==> src/rtl/and_vec_pkg.sv <==
// Shared types and helpers for the gate-sequencer family (and/or/xor variants).
package and_vec_pkg;

  localparam int unsigned MAX_WIDTH = 8;

  typedef enum logic [1:0] {
    IDLE  = 2'd0,
    DRIVE = 2'd1,
    DONE  = 2'd2
  } state_t;

  // Reduction AND over the low 'width' bits; bits above width are ignored.
  function automatic logic expected_and(input logic [MAX_WIDTH-1:0] v,
                                        input int unsigned width);
    logic r;
    r = 1'b1;
    for (int i = 0; i < int'(MAX_WIDTH); i++) begin
      if (i < int'(width)) r = r & v[3'(i)];
    end
    return r;
  endfunction

endpackage

==> src/rtl/and_vector_sequencer_hold_timer.sv <==
// Per-vector hold counter: counts 0..HOLD-1 and flags the final cycle of each vector.
module hold_timer #(
  parameter int unsigned HOLD = 10
) (
  input  logic clk,
  input  logic rst,
  input  logic clear,
  output logic last
);

  localparam int unsigned CW = $clog2(HOLD + 1);
  localparam logic [CW-1:0] LAST_CNT = CW'(HOLD - 1);

  logic [CW-1:0] cnt;
  logic [CW-1:0] cnt_d;

  always_comb begin
    cnt_d = cnt;
    if (clear || (cnt == LAST_CNT)) cnt_d = '0;
    else                            cnt_d = cnt + CW'(1);
  end

  // last is registered off the next count so it lines up with cnt.
  always_ff @(posedge clk) begin
    if (rst) begin
      cnt  <= '0;
      last <= (HOLD == 1);
    end else begin
      cnt  <= cnt_d;
      last <= (cnt_d == LAST_CNT);
    end
  end

endmodule

==> src/rtl/and_vector_sequencer.sv <==
// Walks every input combination of an AND gate, holds each for HOLD cycles and
// scores the gate output, reporting pass, error count and the first bad vector.
module and_vector_sequencer
  import and_vec_pkg::*;
#(
  parameter int unsigned WIDTH = 2,
  parameter int unsigned HOLD  = 10
) (
  input  logic             clk,
  input  logic             rst,
  input  logic             start,
  output logic [WIDTH-1:0] vec,
  input  logic             y_in,
  output logic             busy,
  output logic             done,
  output logic             pass,
  output logic [WIDTH:0]   err_count,
  output logic [WIDTH-1:0] first_fail
);

  localparam logic [WIDTH-1:0] VEC_MAX = '1;

  if (WIDTH < 1 || WIDTH > MAX_WIDTH) begin : g_bad_width
    $error("and_vector_sequencer: WIDTH out of range");
  end
  if (HOLD < 1 || HOLD > 255) begin : g_bad_hold
    $error("and_vector_sequencer: HOLD out of range");
  end

  state_t           state;
  state_t           state_d;
  logic [WIDTH-1:0] vec_d;
  logic [WIDTH:0]   err_d;
  logic [WIDTH-1:0] ff_d;
  logic             busy_d;
  logic             done_d;
  logic             pass_d;
  logic             timer_clear;
  logic             last;
  logic             mismatch;

  hold_timer #(
    .HOLD (HOLD)
  ) u_hold_timer (
    .clk   (clk),
    .rst   (rst),
    .clear (timer_clear),
    .last  (last)
  );

  // Next-state, vector stepping and scoring.
  always_comb begin
    state_d     = state;
    vec_d       = vec;
    err_d       = err_count;
    ff_d        = first_fail;
    mismatch    = 1'b0;
    timer_clear = (state != DRIVE);

    unique case (state)
      IDLE, DONE: begin
        if (start) begin
          state_d = DRIVE;
          vec_d   = '0;
          err_d   = '0;
          ff_d    = '0;
        end
      end
      DRIVE: begin
        if (last) begin
          mismatch = (y_in != expected_and(MAX_WIDTH'(vec), WIDTH));
          if (mismatch) begin
            err_d = err_count + (WIDTH + 1)'(1);
            if (err_count == '0) ff_d = vec;
          end
          if (vec == VEC_MAX) state_d = DONE;
          else                vec_d   = vec + WIDTH'(1);
        end
      end
      default: state_d = IDLE;
    endcase

    busy_d = (state_d == DRIVE);
    done_d = (state_d == DONE);
    pass_d = done_d && (err_d == '0);
  end

  always_ff @(posedge clk) begin
    if (rst) begin
      state      <= IDLE;
      vec        <= '0;
      err_count  <= '0;
      first_fail <= '0;
      busy       <= 1'b0;
      done       <= 1'b0;
      pass       <= 1'b0;
    end else begin
      state      <= state_d;
      vec        <= vec_d;
      err_count  <= err_d;
      first_fail <= ff_d;
      busy       <= busy_d;
      done       <= done_d;
      pass       <= pass_d;
    end
  end

endmodule

==> config.mk <==
export PLATFORM = sky130hd
export DESIGN_NAME = and_vector_sequencer
export DESIGN_NICKNAME = d
export VERILOG_FILES = /design/src/rtl/and_vec_pkg.sv /design/src/rtl/and_vector_sequencer_hold_timer.sv /design/src/rtl/and_vector_sequencer.sv
export SDC_FILE = /design/constraint.sdc
export NUM_CORES = 1
export LEC_CHECK = 0
export ABC_AREA = 0
export BUFFER_PORTS_ARGS = -buffer_cell sky130_fd_sc_hd__buf_2
export CORE_MARGIN = 2
export CORE_UTILIZATION = 35
export CTS_CLUSTER_DIAMETER = 60
export DETAILED_ROUTE_END_ITERATION = 8
export GPL_TIMING_DRIVEN = 0
export HOLD_SLACK_MARGIN = 0.08
export PLACE_DENSITY = 0.52
export SYNTH_ARGS = -nofsm -noshare
export SYNTH_HDL_FRONTEND = slang
export SYNTH_SLANG_ARGS = --single-unit
==> constraint.sdc <==
create_clock -name clk -period 2.3 [get_ports clk]
set_clock_uncertainty 0.2 [all_clocks]
set_input_delay 0.23 -clock clk [delete_from_list [all_inputs] [get_ports clk]]
set_output_delay 0.23 -clock clk [all_outputs]
set_load 0.05 [all_outputs]
==> results.cfg, run 1 <==
[setup_path]
critical_path.max_fanout = 3
worst-endpoint-arrival_ns = 1.77
timing.setup.critical_path_class = input pin to flip-flop
worst-r2r-setup-slack_ns = 0.57
cpMaxStageDelayCell = dlygate4sd3_1
critical_path.startpoint = start
crit_path_cells = dlygate4sd3_1 > buf_2 > or3b_1 > a21oi_1 > o21ai_0 > a211oi_1
end_kind = flip-flop
worst_r2r_startpoint = vec[0]$_SDFFE_PP0P_
cp_data_required_time_ns = 2.32
timing.critical_path.slowest_cell_delay_ns = 0.53
critical_path.n_buffers_inverters = 2
timing.critical_path.max_delay_family = buffers and inverters
timing.reg2reg.worst_path_depth = 5
critical_path.endpoint = pass$_SDFF_PP0_
cp_num_cells = 6
timing.critical_path.from_type = input pin
destination_of_the_worst_register_to_register_timing_path = first_fail[1]$_SDFFE_PP0P_

[yosys]
synth_nets = 95
synth_area_um2 = 774
syn_area_cell_um2 = 9.01
syn_inst = 86
seq_area_frac_synth = 0.439
yosys.cell_types.count = 29
synth-warning-count = 0
synth.ff_latch_count = 17

[global_route]
first_global_vias = 569
grt_antenna_before_repair = 0
grt_pass1_wl_um = 2430
globalRouteTotalUtil = 0.129
grt_start_max_net_pins = 11
grt_overflow_total = 0

[final_layout]
mostFrequentLayoutCell = dfxtp_1
layout_cells_sized_above_1 = 0.200
layout.nets = 115
layout_common_cells = dfxtp_1 (17), buf_2 (13), nor2_1 (10)
num_antenna_cells = 0
area_growth_pct = 18.9
final_design_area_no_fill_um2 = 921

[power_and_ir_drop]
p_per_area_nw_per_um2 = 541
post-layout-total-power_w = 0.000498
peakVddDrop_mv = 0.349
leakagePower_nw = 0.379

[min_path]
hold_path_stages = 5
min_path_type = input pin to flip-flop

[routing]
avgRoutedWirePerCell_um = 10.7
highest_layer = met4
initialDrtViolationCount = 14
router_iterations_before_antenna_repair = 4
drt.antenna.violating_nets = 0
number_of_remaining_drc_errors = 0
finalWirelength_um = 1430
detailroute.via_count = 640
m1WireLength_um = 703
routed-wl-met2_um = 633
wl_met3_um = 67
vias_per_cell = 4.81

[sta]
totalNegativeSetupSlack_ns = 0
report.final.slew_viol_count = 0
achievable-frequency_mhz = 571
slew_headroom = 0.691
finalWorstPathRequiredPeriod_ns = 1.75
rsz0062_at_grt = false
worst_hold_slack_ns = 0.228
hold_viol = 0
setup_viol = 0
transition_at_the_pin_with_the_smallest_max_transition_slack_ns = 0.463
period_share = 0.762

[clock_network]
clk_latency_ns = 0.29
cts-hold-fix-buffers = 2
cts_made_buffers = 3
tritoncts_clock_tree = done
cts_num_sinks = 17
postCtsResizedCells = 0
cts.htree.levels = 1
cts_max_path_buffers = 2
cts.repair_timing.setup_buffer_count = 0
clk_pin_slew_ns = 0.10
ctsRootBufferMaster = clkbuf_4

[flow_run]
maxCapViolCount = 0

[place]
routabilityCongestion = 0.831
portBuffers = 13
post_dp_cell_area_um2 = 875
dp_hpwl_um = 1080

[die]
die-height_um = 51.0
initial_utilization = 0.361
die_width_um = 51.0
placeableCoreArea_um2 = 2150
placement_rows = 17
die_area_um2 = 2610
boundaryPins = 14

[outcome]
run_status = complete, no violations
worst register-to-register path, delay by kind of cell, from the launching register on:
kind / cells / cell delay (ns)
xor+xnor: 1 / 0.23
simple gates: 1 / 0.21
fa+ha+maj: 1 / 0.31
compound gates: 2 / 0.33
flops: 1 / 0.39
worst min-delay path by stage:
| stage | from | to | slack (ns) |
|---|---|---|---|
| 2_1_floorplan | rst | err_count[1]$_SDFF_PP0_ | 0.23 |
| 3_3_place_gp | first_fail[0]$_SDFFE_PP0P_ | first_fail[0]$_SDFFE_PP0P_ | 0.24 |
| 5_1_grt | y_in | err_count[0]$_SDFF_PP0_ | 0.26 |
| 3_5_place_dp | first_fail[0]$_SDFFE_PP0P_ | first_fail[0]$_SDFFE_PP0P_ | 0.25 |
| 6_report | y_in | err_count[0]$_SDFF_PP0_ | 0.23 |
| 4_1_cts | y_in | err_count[0]$_SDFF_PP0_ | 0.23 |
state kept, by name (all words and copies together) (netlist names):
register           count
busy                   1
vec                    2
pass                   1
done                   1
err_count              3
state                  2
u_hold_timer.last      1
u_hold_timer.cnt       4
first_fail             2
kinds of logic after synthesis:
family	Yosys count	share of synthesized area
buffers and inverters	6	0.0291
flip-flops	17	0.439
adder cells (fa/ha/maj)	5	0.0808
AND/OR/NAND/NOR	35	0.238
multiplexers	2	0.0291
AO/OA/AOI/OAI	18	0.141
XOR/XNOR	3	0.0436
power breakdown:
part | switching, W | leakage, nW | internal (W) | total (W)
Combinational | 0.0000240 | 0.227 | 0.0000133 | 0.0000373
Sequential | 0.00000378 | 0.138 | 0.000298 | 0.000302
Clock | 0.0000909 | 0.0150 | 0.0000675 | 0.000158
Total | 0.000119 | 0.379 | 0.000379 | 0.000498
per-stage QoR:
step,utilization,setup WS [ns],cells
after global placement,0.407,0.556,127
after floorplan,-,0.316,86
final,0.429,0.548,133
after CTS,0.429,0.537,133
after global routing,0.429,0.390,133
after detailed placement,0.407,0.562,127
area by class of cell:
| cell class | instances | area [um^2] |
|---|---|---|
| fillers | 240 | 1230 |
| multi-input cells | 63 | 412 |
| repair buffers | 15 | 85.1 |
| inverters | 5 | 18.8 |
| clock buffers | 4 | 26.3 |
| plain buffers | 1 | 3.75 |
| well taps | 28 | 35.0 |
| flip-flops and latches | 17 | 340 |
synthesized netlist by cell type, drive strengths merged:
| cell | number | area share |
|---|---|---|
| inv | 5 | 0.024 |
| a21oi | 8 | 0.052 |
| mux2 | 2 | 0.029 |
| o211ai | 2 | 0.019 |
| a211oi | 2 | 0.019 |
| dfxtp | 17 | 0.44 |
| nand2b | 1 | 0.0081 |
| and3b | 1 | 0.011 |
| or3b | 1 | 0.011 |
| a31oi | 1 | 0.0081 |
| nor2 | 10 | 0.048 |
| nor2b | 1 | 0.0081 |
| nand4b | 1 | 0.011 |
| nand2 | 9 | 0.044 |
| o21ai | 3 | 0.019 |
| ha | 5 | 0.081 |
| a311oi | 1 | 0.011 |
| nor4 | 1 | 0.0081 |
| clkbuf | 1 | 0.0048 |
| xnor2 | 1 | 0.011 |
| and2b | 1 | 0.011 |
| nand3 | 3 | 0.019 |
| xor2 | 2 | 0.032 |
| a41oi | 1 | 0.011 |
| and2 | 1 | 0.0097 |
| and3 | 1 | 0.0081 |
| nand3b | 4 | 0.039 |
per-layer routing:
metal | up-vias | global-route usage
met4 | 0 | 0.0676
met2 | 14 | 0.195
met1 | 286 | 0.155
met5 | - | 0
li1 | 336 | -
met3 | 4 | 0.0526
Note: power is estimated with default switching activity, not from simulation.
==> inputs of run 2 (changes only) <==
- clock period: 2.3 -> 1.7 ns (I/O delays scaled with it)
==> results.cfg, run 2 (synthesis gave the netlist of run 1 again) <==
[final_layout]
final_design_area_no_fill_um2 = 966
layout_common_cells = dfxtp_1 (13), buf_2 (13), nor2_1 (10)
num_antenna_cells = 0
largest_reg_flops = 4
registers.top_by_ff_count = u_hold_timer.cnt
area_growth_pct = 24.7
layout_cells_sized_above_1 = 0.267
finish.cell_count_without_fillers = 133
layout.nets = 115
biggestRegsByFlops = u_hold_timer.cnt (4), err_count (3)
fillCellCount = 226

[die]
die-height_um = 51.0
initial_utilization = 0.361
die_width_um = 51.0
placement_rows = 17
placeableCoreArea_um2 = 2150
boundaryPins = 14
die_area_um2 = 2610

[power_and_ir_drop]
peakVddDrop_mv = 0.397
power.switching_fraction = 0.244
p_seq_frac = 0.600
power.clock.fraction = 0.322
post-layout-total-power_w = 0.000676
pwr-share-comb = 0.078
p_per_area_nw_per_um2 = 700
leakagePower_nw = 0.381
p_sw_w = 0.000165
intPower_w = 0.000511

[clock_network]
clk_pin_slew_ns = 0.10
tritoncts_clock_tree = done
cts.htree.levels = 1
cts_made_buffers = 3
cts_max_path_buffers = 2
cts.repair_timing.setup_buffer_count = 0
clk_latency_ns = 0.29
cts_num_sinks = 17
ctsRootBufferMaster = clkbuf_4

[setup_path]
critical_path.endpoint = pass$_SDFF_PP0_
worst_r2r_startpoint = vec[1]$_SDFFE_PP0P_
timing.setup.critical_path_class = input pin to flip-flop
worst-endpoint-arrival_ns = 1.64
destination_of_the_worst_register_to_register_timing_path = err_count[1]$_SDFF_PP0_
worst-r2r-setup-slack_ns = 0.12
timing.critical_path.from_type = input pin
end_kind = flip-flop
critical_path.max_fanout = 3
cp_data_required_time_ns = 1.71
timing.reg2reg.worst_path_depth = 5
critical_path.startpoint = start

[global_route]
first_global_vias = 581
grt_overflow_total = 0
globalRouteTotalUtil = 0.124
grt_pass1_wl_um = 2390
grt_start_max_net_pins = 11
grt_antenna_before_repair = 0

[routing]
number_of_remaining_drc_errors = 0
finalWirelength_um = 1440
detailroute.via_count = 658
initialDrtViolationCount = 11
avgRoutedWirePerCell_um = 10.8
vias_per_cell = 4.95
drt.antenna.violating_nets = 0
router_iterations_before_antenna_repair = 4

[sta]
totalNegativeSetupSlack_ns = 0
slew_headroom = 0.691
transition_at_the_pin_with_the_smallest_max_transition_slack_ns = 0.463
hold_viol = 0
finalWorstPathRequiredPeriod_ns = 1.62
achievable-frequency_mhz = 617
period_share = 0.954
worst_hold_slack_ns = 0.186
setup_viol = 0
report.final.slew_viol_count = 0
rsz0062_at_grt = false

[place]
post_dp_cell_area_um2 = 887
dp.cells = 127
dp_hpwl_um = 1060
routabilityCongestion = 0.733
portBuffers = 13

[min_path]
min_path_type = input pin to flip-flop

[flow_run]
maxCapViolCount = 0

[outcome]
run_status = complete, no violations
-- run 2: area by class of cell --
cell class	instances	area, um^2	area share
Multi-Input combinational cell	63	447	0.462
Timing Repair Buffer	15	85.1	0.0881
Inverter	5	18.8	0.0194
Buffer	1	3.75	0.00389
Tap cell	28	35.0	0.0363
Sequential cell	17	350	0.363
Clock buffer	4	26.3	0.0272
-- run 2: metrics by stage --
stage	setup WS, ns	utilization
final	0.0781	0.450
after global routing	0.0193	0.450
after CTS	0.0306	0.434
after detailed placement	0.0372	0.413
after global placement	0.0287	0.413
after floorplan	0.0616	-
-- run 2: how the worst min path moves through the flow --
stage               depth (start not counted)                         end  slack [ns]                        from
finish                                      5     err_count[0]$_SDFF_PP0_        0.19                        y_in
detailed placement                          2  first_fail[1]$_SDFFE_PP0P_        0.24  first_fail[1]$_SDFFE_PP0P_
global placement                            2  first_fail[1]$_SDFFE_PP0P_        0.24  first_fail[1]$_SDFFE_PP0P_
global route                                5     err_count[0]$_SDFF_PP0_        0.20                        y_in
floorplan                                   2     err_count[1]$_SDFF_PP0_        0.16                         rst
CTS                                         5     err_count[0]$_SDFF_PP0_        0.15                        y_in
-- run 2: power groups by stage --
| stage | clock [W] | sequential [W] | combinational [W] |
|---|---|---|---|
| finish | 0.000218 | 0.000406 | 0.0000527 |
| global route | 0.000246 | 0.000407 | 0.0000585 |
| CTS | 0.000229 | 0.000406 | 0.0000509 |
| detailed placement | 0 | 0.000415 | 0.0000473 |
| global placement | 0 | 0.000415 | 0.0000476 |
| floorplan | 0 | 0.000421 | 0.0000259 |
-- run 2: critical path, cell delays in order --
cell and delay [ns]:
dlygate4sd3_1 0.53, buf_2 0.13, or3b_1 0.38, a21oi_2 0.17
o21ai_0 0.10, a211oi_1 0.16
-- run 2: layer usage --
layer | share of wire | global-route usage
met1 | 0.48 | 0.140
met2 | 0.48 | 0.208
met3 | 0.030 | 0.0439
met4 | 0.0098 | 0.0541
met5 | 0 | 0
-- run 2: repair_timing --
item | 4_1_cts | 5_1_grt
hold buffers | 2 | 0
endpoints found under the hold margin | 3 | 0
setup endpoints to repair | 0 | 3
gates resized for setup | 0 | 4
